[src/rtl/code_encode.sv]
// Serial control-word encoder: frames five field bytes plus header and checksum
// into a 64-bit word, shifts it out MSB first at BIT_DIV clocks per bit, then
// holds an idle gap of GAP_BITS bit periods before accepting the next request.
module code_encode #(
    parameter int unsigned BIT_DIV  = 100,
    parameter int unsigned GAP_BITS = 8
) (
    input  logic       glb_100M,
    input  logic       rst_n,
    input  logic       start,
    input  logic [7:0] work_mode,
    input  logic [7:0] wave_code,
    input  logic [7:0] fre_code,
    input  logic [7:0] pri_code,
    input  logic [7:0] pulse_mode,
    output logic       FPRI,
    output logic       code,
    output logic       busy,
    output logic       done
);

    localparam int unsigned GAP_CYC = GAP_BITS * BIT_DIV;
    localparam int unsigned DIV_W   = $clog2(BIT_DIV);
    localparam int unsigned GAP_W   = $clog2(GAP_CYC);

    typedef enum logic [1:0] {
        IDLE  = 2'd0,
        SHIFT = 2'd1,
        GAP   = 2'd2
    } state_e;

    state_e             state_q, state_d;
    logic [DIV_W-1:0]   div_q, div_d;
    logic [5:0]         bit_q, bit_d;
    logic [GAP_W-1:0]   gap_q, gap_d;
    logic [63:0]        sh_q, sh_d;
    logic               fpri_q, fpri_d;
    logic               busy_q, busy_d;
    logic               done_q, done_d;

    logic [7:0]         checksum_c;
    logic [63:0]        frame_c;

    // Frame image assembled from the live field inputs; captured only on acceptance
    assign checksum_c = work_mode ^ wave_code ^ fre_code ^ pri_code ^ pulse_mode;
    assign frame_c    = {8'hAA, 8'h55, work_mode, wave_code, fre_code,
                         pri_code, pulse_mode, checksum_c};

    // State and datapath registers with asynchronous clear
    always_ff @(posedge glb_100M or negedge rst_n) begin
        if (!rst_n) begin
            state_q <= IDLE;
            div_q   <= '0;
            bit_q   <= '0;
            gap_q   <= '0;
            sh_q    <= '0;
            fpri_q  <= 1'b0;
            busy_q  <= 1'b0;
            done_q  <= 1'b0;
        end else begin
            state_q <= state_d;
            div_q   <= div_d;
            bit_q   <= bit_d;
            gap_q   <= gap_d;
            sh_q    <= sh_d;
            fpri_q  <= fpri_d;
            busy_q  <= busy_d;
            done_q  <= done_d;
        end
    end

    // Next-state logic; the shift register is zero outside SHIFT so code idles low
    always_comb begin
        state_d = state_q;
        div_d   = div_q;
        bit_d   = bit_q;
        gap_d   = gap_q;
        sh_d    = sh_q;
        fpri_d  = fpri_q;
        busy_d  = busy_q;
        done_d  = 1'b0;
        case (state_q)
            IDLE: begin
                if (start) begin
                    state_d = SHIFT;
                    sh_d    = frame_c;
                    div_d   = '0;
                    bit_d   = '0;
                    fpri_d  = 1'b1;
                    busy_d  = 1'b1;
                end
            end
            SHIFT: begin
                if (div_q == DIV_W'(BIT_DIV - 1)) begin
                    div_d  = '0;
                    fpri_d = 1'b0;
                    if (bit_q == 6'd63) begin
                        state_d = GAP;
                        sh_d    = '0;
                        bit_d   = '0;
                        gap_d   = '0;
                        done_d  = 1'b1;
                    end else begin
                        bit_d = bit_q + 6'd1;
                        sh_d  = {sh_q[62:0], 1'b0};
                    end
                end else begin
                    div_d = div_q + DIV_W'(1);
                end
            end
            GAP: begin
                if (gap_q == GAP_W'(GAP_CYC - 1)) begin
                    state_d = IDLE;
                    gap_d   = '0;
                    busy_d  = 1'b0;
                end else begin
                    gap_d = gap_q + GAP_W'(1);
                end
            end
            default: begin
                state_d = IDLE;
            end
        endcase
    end

    assign code = sh_q[63];
    assign FPRI = fpri_q;
    assign busy = busy_q;
    assign done = done_q;

endmodule

[config.mk]
export PLATFORM = sky130hd
export DESIGN_NAME = code_encode
export DESIGN_NICKNAME = d
export VERILOG_FILES = /design/src/rtl/code_encode.sv
export SDC_FILE = /design/constraint.sdc
export NUM_CORES = 1
export LEC_CHECK = 0
export ABC_AREA = 0
export BUFFER_PORTS_ARGS = -buffer_cell sky130_fd_sc_hd__buf_2
export CORE_UTILIZATION = 38
export DETAILED_ROUTE_END_ITERATION = 8
export SYNTH_ARGS = -nofsm -noshare
export SYNTH_HDL_FRONTEND = slang
export SYNTH_SLANG_ARGS = --single-unit
[constraint.sdc]
create_clock -name glb_100M -period 4.9 [get_ports glb_100M]
set_input_delay 0.245 -clock glb_100M [delete_from_list [all_inputs] [get_ports glb_100M]]
set_output_delay 0.245 -clock glb_100M [all_outputs]
set_load 0.1 [all_outputs]
# ---- Word-level counts from Yosys, hierarchy flattened
# Index checks and enable logic that the tools add are counted.
dict set report word_totals {
  reg_bits 92
  output_inout_bits 4
  elab_cells 61
  input_bits 43
}
dict set report op_classes {
  bitwise_logic 4
  reduce_logical 9
  eq_ne 9
  n_mux 28
  addsub 3
}
# op count
set ops {}
lappend ops {{$mux 64} 3}
lappend ops {{$pmux 64 s2} 1}
lappend ops {{$xor 8x8->8} 4}
lappend ops {{$mux 10} 3}
lappend ops {{$pmux 10 s2} 1}
lappend ops {{$mux 6} 3}
lappend ops {{$mux 7} 2}
lappend ops {{$pmux 7 s2} 1}
lappend ops {{$pmux 6 s2} 1}
lappend ops {{$add 10x1->10 const B} 1}
lappend ops {{$eq 10x10->1 const B} 1}
lappend ops {{$reduce_and 3->1} 3}
lappend ops {{$mux 2} 4}
lappend ops {{$ne 2x2->1 const B} 4}
lappend ops {{$add 7x1->7 const B} 1}
lappend ops {{$eq 7x7->1 const B} 1}
lappend ops {{$add 6x1->6 const B} 1}
lappend ops {{$eq 6x6->1 const B} 1}
lappend ops {{$mux 1} 6}
lappend ops {{$pmux 2 s3} 1}
lappend ops {{$reduce_bool 2->1} 3}
lappend ops {{$pmux 1 s2} 2}
lappend ops {{$reduce_and 4->1} 1}
lappend ops {{$eq 2x1->1 const B} 1}
lappend ops {{3 further kinds} 3}

# ---- Depth between registers and ports, before layout
# Gate-level depths: netlist of the first run.
dict set report logic_depth {
  ltp_word 6
  mapped_depth 7
  depth_no_buf 5
}

# ---- Worst setup path before layout of the first run
# Ideal clock, no wire load.
dict set report synth_timing {
  path_type {reg-to-reg}
  startpoint {register gap_q[0]}
  endpoint {register gap_q[5]}
  synth_period_minus_slack_ns 1.767
  arrival_time_ns 1.641
  setup_slack_ns 3.133
  path_buffers 2
  setup_time_ns 0.126
  path_stages_with_launch 8
  cell_sequence {dfrtp_1 -> ha_1 -> and4_1 -> clkbuf_1 -> a41oi_1 -> clkbuf_1 -> and3_1 -> a221o_1}
}
dict set report synth_via {
  elab_chain_len 3
  word_cells_on_any_way 4
  cone_classes {add/sub (1); eq/ne (1); mux (2)}
}
# item line_no
set synth_lines {}
lappend synth_lines {{start: declaration} 35} ;# logic [GAP_W-1:0] gap_q, gap_d;
lappend synth_lines {{start signal: assignment} 64} ;# gap_q <= gap_d;
lappend synth_lines {{$add 10x1->10 or $eq 10x10->1 (tied branches)} {117, 112}}
lappend synth_lines {{$mux 10 (*)} 112} ;# if (gap_q == GAP_W'(GAP_CYC - 1)) begin
lappend synth_lines {{$pmux 10 s2 (*)} 82} ;# case (state_q)
# Every way passes the cells marked *; elsewhere a longest branch is shown, timed or not.
# A chain may end at the register's enable or synchronous reset.

# ---- Worst setup path in the final report of the first run
dict set report layout_timing {
  startpoint {register state_q[1]}
  endpoint {register sh_q[1]}
}
dict set report layout_via {
  elab_chain_len 3
  word_cells_on_any_way 7
  cone_classes {eq/ne (3); mux (1); reduce/logical (3)}
}
# item line_no
set layout_lines {}
lappend layout_lines {{start: declaration} 32} ;# state_e state_q, state_d;
lappend layout_lines {{start signal: assignment} 61} ;# state_q <= state_d;
lappend layout_lines {{$eq 2x1->1 or $logic_not 2->1 (tied branches)} 82}
lappend layout_lines {{$ne 2x2->1 (no line) or $reduce_bool 2->1 (tied branches)} n/a}
lappend layout_lines {{$reduce_and 3->1 (no line)} n/a}
lappend layout_lines {{end signal: assignment} 56} ;# sh_q <= '0;
lappend layout_lines {{end signal: assignment} 65} ;# sh_q <= sh_d;
lappend layout_lines {{end: declaration} 36} ;# logic [63:0] sh_q, sh_d;
# Parallel ways exist; a longest one is shown, timed or not.

==> summary.txt, run 1 <==
Status
  – Status: finished, final reports clean

Clock tree
  – CTS H-tree depth: 3
  – Post-CTS Setup Bufs: 0
  – Number of clock sinks: 92
  – Clk buf depth: 2
  – CTS resizes: 0
  – Root Driver: clkbuf_16
  – CTS Buf Count: 9
  – Worst skew pair latency: 340 ps
  – Clock transition at path regs: 60 ps
  – TritonCTS clock tree: yes

Global route
  – Aggregate global routing overflow: 0
  – GRT met3 Usage: 0.0564
  – First-pass GRT wire length: 16400 um
  – Met2 GRT Util: 0.295
  – Antenna violations before repair: 0
  – Largest net degree at the start of global routing: 68
  – Total global-route track usage: 0.179
  – Met1 Usage GRT: 0.231
  – Vias in the first global route: 3301
  – GR peak layer: met2

Floorplanning
  – DIE WIDTH: 110 um
  – Core Area: 11400 um^2
  – Initial core utilization: 0.390
  – DIE AREA: 12100 um^2
  – I/O pin cnt: 47
  – Die Span Y: 110 um
  – Row cnt: 39

Critical path
  – Worst Path Max Fanout: 38
  – R2r startpoint: state_q[1]
  – Startpoint Class: register
  – CP Cell Sequence: nand2b_1 -> a21oi_2 -> and2b_1 -> buf_4 -> a221o_1
  – Critical Path Sink Type: register
  – Crit path DAT: 3030 ps
  – Worst path required time: 5180 ps
  – Slowest CP cell: and2b_1
  – Critical path class: register to register
  – Worst path max stage delay: 530 ps
  – Crit path launch: state_q[1]

Logic synthesis
  – Post-synth cell types: 47
  – Most frequent cell after synthesis: dfrtp_1
  – Post-Syn Area: 4430 um^2
  – Leading area contributor after synthesis: dfrtp_1
  – Post-synth top cells: dfrtp_1, a22o_1, a21o_1
  – Post-Syn Nets: 439
  – Warnings from Yosys: 0
  – Post-synthesis async set-or-reset flop share: 1.00
  – Sequential area share after synthesis: 0.520
  – Number of synthesized flops with an enable pin: 0
  – Cell count after synthesis: 393
  – Top cell type's share of synthesized area: 0.520
  – Dominant synthesized flop cell: dfrtp_1
  – Number of synthesized register bits: 92
  – Syn_area_per_cell: 11.3 um^2
  – Synth area leaders: dfrtp_1, a22o_1, a21o_1

STA
  – Final setup vio count: 0
  – RSZ-0062 raised after global routing: false
  – FMAX: 0.364 GHz
  – Final Critical Period: 2750 ps
  – Final TNS setup: 0 ps
  – Rel. slew slack: 0.402
  – Max Slew Vio Count: 0
  – Final hold violations: 0
  – Tcrit/Tclk final: 0.561
  – Worst slew pin tran: 885 ps
  – Clk_skew: 5.48 ps

Placement
  – DP Wirelength: 6440 um
  – Buffers on Ports: 46
  – RD Place Congestion: 0.774

Power
  – Power density cells: 527 nW/um^2
  – Combinational group share of total power: 0.251
  – Sequential share of power: 0.466
  – Max VDD drop: 0.281 mV
  – P_leak: 2.62 nW
  – Switching part of the total power: 0.294
  – Final total power: 0.00269 W
  – Power Internal: 0.00190 W
  – P_sw: 0.000792 W
  – Clk network pwr share: 0.282

Detailed routing
  – Residual DRC: 0
  – DR WL/cell: 17.1 um
  – Drt initial violations: 228
  – TritonRoute pass-1 iters: 4
  – Via count: 3215
  – Final ANT Viol Nets: 0
  – Final wirelength: 9820 um
  – Via density: 5.58

Worst hold path
  – Worst Hold Launch: pulse_mode[0]
  – Hold Crit Class: input port to register

Flow run
  – Max Cap Viol: 0

Final layout
  – Layout cell share with drive strength beyond 1: 0.171
  – Antenna Cells: 0
  – Nets: 475
  – Layout area overhead: 15.2%
  – Final Core Density: 0.449
-- metrics by stage --
step | hold slack [ps] | cell area, um^2 | instances | setup slack [ps]
after floorplan | -50.6 | 4430 | 393 | 3130
after CTS | 223 | 5100 | 576 | 2120
final | 230 | 5100 | 576 | 2150
after global placement | 177 | 4770 | 560 | 2200
after detailed placement | 180 | 4770 | 560 | 2140
after global routing | 237 | 5100 | 576 | 1900
-- layer usage --
| metal | vias up | wire (um) |
|---|---|---|
| met2 | 66 | 4650 |
| met1 | 1613 | 4630 |
| li1 | 1530 | - |
| met3 | 6 | 471 |
| met5 | - | 0 |
| met4 | 0 | 70 |
-- worst max-delay path, delay by kind of cell (launching register included) --
kind | cells | cell delay (ps)
AND/OR/NAND/NOR | 2 | 1050
AO/OA/AOI/OAI | 2 | 720
buffers and inverters | 1 | 470
flip-flops | 1 | 430
-- logic make-up after synthesis --
group	count (synthesis)	share of synthesized area
xor gates and xnor gates	27	0.0720
and+or+nand+nor	85	0.0988
muxes	2	0.00508
buffers and inverters	30	0.0302
AOI/OAI and AO/OA	154	0.266
adders and majority gates	3	0.00847
DFF	92	0.520
-- final timing paths --
check / end / slack (ps) / cells past startpoint
min in group asynchronous: gap_q[5] / 350 / 2
setup reg to reg: sh_q[1] / 2150 / 5
hold / removal: sh_q[8] / 230 / 3
hold reg to reg: sh_q[37] / 480 / 1
max in group asynchronous: sh_q[36] / 3390 / 3
setup / recovery: sh_q[1] / 2150 / 5
-- placed cells by master, fill, tap and decap left out, types with 3 or more instances in the layout --
| cell type | instances |
|---|---|
| xnor3_1 | 6 |
| nand4_1 | 4 |
| a31oi_1 | 5 |
| clkbuf_16 | 9 |
| nand2_1 | 14 |
| ha_1 | 3 |
| a21o_1 | 42 |
| inv_1 | 4 |
| xor2_1 | 6 |
| a221o_1 | 4 |
| nand3_1 | 6 |
| o21ai_0 | 6 |
| a21oi_1 | 23 |
| nor2_1 | 31 |
| xnor2_1 | 15 |
| buf_2 | 45 |
| o31ai_1 | 3 |
| nand2b_1 | 5 |
| nor3_1 | 3 |
| a22o_1 | 53 |
| and3_1 | 6 |
| and2_1 | 3 |
| dfrtp_1 | 92 |
| buf_4 | 5 |
| a221oi_1 | 6 |
-- cell type report --
type / count / area [um^2]
clock buffers: 11 / 253
clock inverters: 4 / 72.6
fillers: 1083 / 6260
inverters: 4 / 15.0
multi-input cells: 271 / 2010
flip-flops and latches: 92 / 2300
well taps: 143 / 179
repair buffers: 51 / 273
-- what timing repair did --
item / in CTS / in global routing
hold buffers: 1 / 0
setup endpoints to repair: 0 / 0
hold endpoints to repair: 25 / 0
-- power groups by stage --
stage	Combinational, W	Sequential (W)	Clock (W)
2_1_floorplan	0.000498	0.00126	0
3_3_place_gp	0.000657	0.00126	0
3_5_place_dp	0.000680	0.00126	0
4_1_cts	0.000686	0.00125	0.000775
5_1_grt	0.000758	0.00129	0.000810
6_report	0.000676	0.00125	0.000760
-- state kept, by name, indices dropped and copies added, names as in the netlist --
register  count
bit_q         6
gap_q        10
state_q       2
FPRI          1
done          1
sh_q         64
div_q         7
busy          1
(Power assumes the default switching activity.)
==> run 2, diff against run 1 <==
==> constraint.sdc (replaced) <==
create_clock -name glb_100M -period 2.2 [get_ports glb_100M]
set_input_delay 0.11 -clock glb_100M [delete_from_list [all_inputs] [get_ports glb_100M]]
set_output_delay 0.11 -clock glb_100M [all_outputs]
set_load 0.1 [all_outputs]
==> run 2 against run 1 <==
Net effect: sequential power up 120%; non-clock buffer count up 15; die area unchanged; critical path type unchanged; clock power up 91%; maximum frequency up 43%; global-route usage about the same; via count up 1.7%; sequential cell count unchanged.
==> summary.txt, run 2 (synthesis gave the netlist of run 1 again) <==
Detailed routing
  – Drt initial violations: 201
  – Via count: 3271
  – DR WL/cell: 16.6 um
  – Via density: 5.53
  – TritonRoute pass-1 iters: 4
  – Final wirelength: 9790 um
  – Final ANT Viol Nets: 0
  – Residual DRC: 0

Critical path
  – Crit path DAT: 2150 ps
  – Critical path class: register to register
  – Worst Path Max Fanout: 8
  – Worst path required time: 2420 ps
  – Startpoint Class: register
  – Critical Path Sink Type: register
  – Reg2Reg Depth: 5

Final layout
  – Layout area overhead: 17.5%
  – Biggest registers after layout: sh_q (64), gap_q (10), div_q (7)
  – Largest Register: sh_q
  – Most common cell after layout, fill and taps aside: dfrtp_1
  – Layout cell share with drive strength beyond 1: 0.199
  – Fill cells: 1052
  – Antenna Cells: 0
  – Most frequent cells in the layout: dfrtp_1, a22o_1, buf_2, a21o_1, nor2_1
  – Max reg flops: 64
  – Nets: 490

Clock tree
  – TritonCTS clock tree: yes
  – Clock transition at path regs: 70 ps
  – Worst skew pair latency: 340 ps
  – Number of clock sinks: 92
  – CTS H-tree depth: 3
  – Clk buf depth: 2
  – CTS resizes: 0
  – CTS Buf Count: 9
  – Root Driver: clkbuf_16

STA
  – Worst slew pin tran: 656 ps
  – Tcrit/Tclk final: 0.876
  – Final TNS setup: 0 ps
  – Max Slew Vio Count: 0
  – Final hold violations: 0
  – Rel. slew slack: 0.562
  – FMAX: 0.519 GHz
  – RSZ-0062 raised after global routing: false
  – Final Critical Period: 1930 ps
  – Final setup vio count: 0
  – Clk_skew: 7.23 ps

Power
  – Max VDD drop: 0.478 mV
  – Power density cells: 1110 nW/um^2
  – P_leak: 2.68 nW
  – Final total power: 0.00577 W

Global route
  – Aggregate global routing overflow: 0
  – First-pass GRT wire length: 16400 um
  – Vias in the first global route: 3205
  – Total global-route track usage: 0.179
  – Antenna violations before repair: 0
  – Largest net degree at the start of global routing: 52

Floorplanning
  – Core Area: 11400 um^2
  – I/O pin cnt: 47
  – DIE AREA: 12100 um^2
  – Die Span Y: 110 um
  – Initial core utilization: 0.390
  – DIE WIDTH: 110 um
  – Row cnt: 39

Flow run
  – Max Cap Viol: 0

Worst hold path
  – Hold Crit Class: input port to register
  – Hold Path Depth: 3

Placement
  – RD Place Congestion: 0.743
  – DP Wirelength: 6760 um
  – Buffers on Ports: 46

Status
  – Status: finished, final reports clean
-- run 2: cell count changes in the layout (fill, tap and decap cells not counted) --
cell | previous run | this run
inv_6 | 0 | 1
buf_4 | 5 | 17
buf_12 | 0 | 3
clkinv_4 | 0 | 1
bufinv_16 | 2 | 0
clkinvlp_4 | 1 | 2
clkbuf_8 | 2 | 1
-- run 2: worst paths after layout --
path / slack (ps) / end / start
max: 270 / gap_q[7] / div_q[3]
min: 100 / sh_q[45] / work_mode[5]
max reg2reg: 270 / gap_q[7] / div_q[3]
min reg2reg: 480 / sh_q[47] / sh_q[46]
max in group asynchronous: 1220 / sh_q[26] / rst_n
min in group asynchronous: 350 / gap_q[4] / rst_n
-- run 2: metal layers --
metal	track usage	vias to the layer above	part of all wire
li1	-	1563	-
met1	0.255	1626	0.46
met2	0.279	70	0.48
met3	0.0229	12	0.037
met4	0.0629	0	0.015
met5	0	-	0
-- run 2: metrics by stage --
step	worst slack [ps]	util	hold WS, ps	area [um^2]	instances
after floorplan	433	-	-186	4430	393
after global placement	278	0.433	189	4920	575
after detailed placement	256	0.433	188	4920	575
after CTS	248	0.458	92.6	5210	591
after global routing	160	0.458	106	5210	591
final	274	0.458	98.7	5210	591
-- run 2: power by group --
group          leakage [nW]  internal, W  switching, W
clock                 0.131     0.000795      0.000659
sequential             1.17      0.00235      0.000450
combinational          1.38     0.000849      0.000667
total                  2.68      0.00399       0.00178
-- run 2: worst max-delay path, cell delays in order (launching register included) --
cell and delay [ps]:
dfrtp_1 440, nor4b_4 330, nand3_2 160, buf_4 200
o31a_1 320, a221o_1 370
-- run 2: timing repair --
action / in CTS / in global routing
hold buffers: 1 / 0
setup buffers: 0 / 0
hold endpoints to repair: 49 / 0
-- run 2: area by class of cell --
cell class / count / area (um^2) / area share
Sequential cell: 92 / 2300 / 0.442
Multi-Input combinational cell: 271 / 2010 / 0.386
Timing Repair Buffer: 66 / 423 / 0.0812
Clock buffer: 10 / 239 / 0.0459
Tap cell: 143 / 179 / 0.0344
Clock inverter: 5 / 37.5 / 0.00721
Inverter: 4 / 15.0 / 0.00288
==> run 3, diff against run 2 <==
--- a/config.mk
+++ b/config.mk
@@ -6,9 +6,10 @@
 export NUM_CORES = 1
 export LEC_CHECK = 0
 export ABC_AREA = 0
-export BUFFER_PORTS_ARGS = -buffer_cell sky130_fd_sc_hd__buf_2
+export CORE_ASPECT_RATIO = 0.5
 export CORE_UTILIZATION = 38
 export DETAILED_ROUTE_END_ITERATION = 8
+export DONT_BUFFER_PORTS = 1
 export SYNTH_ARGS = -nofsm -noshare
 export SYNTH_HDL_FRONTEND = slang
 export SYNTH_SLANG_ARGS = --single-unit
==> run 3 against run 2 <==
Net effect: power rose by 1.1%; the flow now finishes with violations (negative hold slack); sequential cell count did not move; critical path depth fell by 1; critical endpoint unchanged; hold slack got worse by 640 ps; maximum frequency fell by 4.7%; clock power rose by 9%; critical path type unchanged; wire length rose by 3.0%; clock skew barely moved; highest routed layer unchanged.
==> summary.txt, run 3 (synthesis gave the netlist of run 1 again) <==
STA
  – RSZ-0062 raised after global routing: false
  – Worst slew pin tran: 876 ps
  – Final Hold Slack: -540 ps
  – Final hold violations: 92
  – Final TNS setup: 0 ps
  – FMAX: 0.495 GHz
  – Final setup vio count: 0
  – Final Critical Period: 2020 ps
  – Max Slew Vio Count: 0
  – Rel. slew slack: 0.416
  – Clk_skew: 7.43 ps
  – Tcrit/Tclk final: 0.919

Critical path
  – Critical path class: register to register
  – R2R Setup Slk: 180 ps
  – Crit path launch: div_q[3]
  – Critical Path Sink Type: register
  – Reg2Reg Depth: 4
  – Worst path required time: 2420 ps
  – Crit path DAT: 2250 ps
  – R2r startpoint: div_q[3]
  – Worst R2R End: gap_q[7]
  – Slowest CP cell: dfrtp_1
  – Worst Path Max Fanout: 12
  – CP delay by family, top: compound AO/OA/AOI/OAI gates
  – CP Buf/Inv Count: 0
  – Critical path depth: 4
  – Worst path max stage delay: 430 ps
  – CP Cell Sequence: nor4b_4 -> nand3_2 -> o31a_1 -> a221o_1
  – Startpoint Class: register
  – Critical path destination: gap_q[7]

Floorplanning
  – I/O pin cnt: 47
  – Initial core utilization: 0.396
  – Die Span Y: 78.4 um
  – DIE WIDTH: 155 um
  – Row cnt: 27
  – DIE AREA: 12100 um^2
  – Core Area: 11200 um^2

Detailed routing
  – Final wirelength: 10100 um
  – Via count: 3272
  – Final ANT Viol Nets: 0
  – DR WL/cell: 17.0 um
  – Drt initial violations: 186
  – TritonRoute pass-1 iters: 5
  – Via density: 5.52
  – Residual DRC: 0

Power
  – Power density cells: 1090 nW/um^2
  – Power Internal: 0.00413 W
  – P_sw: 0.00170 W
  – Combinational group share of total power: 0.254
  – Clk network pwr share: 0.271
  – Switching part of the total power: 0.292
  – P_leak: 2.64 nW
  – Max VDD drop: 0.468 mV
  – Final total power: 0.00583 W
  – Sequential share of power: 0.475

Global route
  – Vias in the first global route: 3218
  – Total global-route track usage: 0.178
  – First-pass GRT wire length: 16800 um
  – Aggregate global routing overflow: 0
  – Largest net degree at the start of global routing: 93
  – Antenna violations before repair: 0

Clock tree
  – Clk buf depth: 2
  – Root Driver: clkbuf_16
  – CTS H-tree depth: 3
  – Worst skew pair latency: 340 ps
  – CTS Buf Count: 9
  – Clock transition at path regs: 70 ps
  – Number of clock sinks: 92
  – CTS resizes: 0
  – Hold-fix buffers, CTS: 36
  – TritonCTS clock tree: yes
  – Post-CTS Setup Bufs: 0

Final layout
  – Fill cells: 1023
  – Largest Register: sh_q
  – Antenna Cells: 0
  – Max reg flops: 64
  – Most frequent cells in the layout: dfrtp_1, a22o_1, a21o_1, dlygate4sd3_1, nor2_1
  – Layout cell share with drive strength beyond 1: 0.0922
  – Nets: 475
  – Layout area overhead: 20.6%
  – Post-Layout Cell Count: 593
  – Most common cell after layout, fill and taps aside: dfrtp_1
  – Biggest registers after layout: sh_q (64), gap_q (10), div_q (7)

Placement
  – Placed Cells: 541
  – DP Wirelength: 6300 um
  – Buffers on Ports: 0
  – RD Place Congestion: 0.738

Status
  – Failing checks: negative hold slack
  – Status: complete, but fails checks

Flow run
  – Max Cap Viol: 0

Worst hold path
  – Hold Crit Class: input port to async pin
[run 3: cell count changes in the layout (fill, tap and decap cells not counted), moves of 2 or more]
cell / delta
buf_2: -45
dlygate4sd3_1: +35
buf_4: -5
clkinvlp_4: -2
[run 3: worst register-to-register path: stages, from the launching register on]
cell and delay [ps]:
dfrtp_1 430, nor4b_4 430, nand3_2 290, o31a_1 400, a221o_1 370
[run 3: worst min path at each step]
stage          cells after the start  slack (ps)  start        to
4_1_cts                            0        -550  rst_n  sh_q[21]
2_1_floorplan                      0        -190  rst_n      FPRI
6_report                           0        -540  rst_n  sh_q[21]
3_3_place_gp                       0        -180  rst_n  sh_q[20]
3_5_place_dp                       0        -180  rst_n  sh_q[21]
5_1_grt                            0        -560  rst_n  sh_q[21]
[run 3: power groups by stage]
stage | combinational, W | clock (W) | sequential, W
detailed placement | 0.00143 | 0 | 0.00279
global placement | 0.00139 | 0 | 0.00278
CTS | 0.00149 | 0.00161 | 0.00277
finish | 0.00148 | 0.00158 | 0.00277
floorplan | 0.00111 | 0 | 0.00280
global route | 0.00166 | 0.00168 | 0.00286
[run 3: layer usage]
| metal | GRT usage | up-vias | part of all wire |
|---|---|---|---|
| met2 | 0.274 | 47 | 0.46 |
| met1 | 0.249 | 1679 | 0.49 |
| li1 | - | 1537 | - |
| met4 | 0.0574 | 0 | 0.012 |
| met3 | 0.0392 | 9 | 0.037 |
| met5 | 0 | - | 0 |
[run 3: final cells by class]
cell class	count	area [um^2]	share of cell area
flip-flops and latches	92	2300	0.431
multi-input cells	271	2010	0.377
repair buffers	51	510	0.0956
clock buffers	11	243	0.0454
well taps	159	199	0.0372
clock inverters	5	60.1	0.0112
inverters	4	15.0	0.00281
[run 3: metrics by stage]
step	cell area [um^2]	utilization	setup WS [ps]
floorplan	4430	-	433
global placement	4680	0.418	236
detailed placement	4680	0.418	170
CTS	5340	0.478	173
global route	5340	0.478	71.5
finish	5340	0.478	179
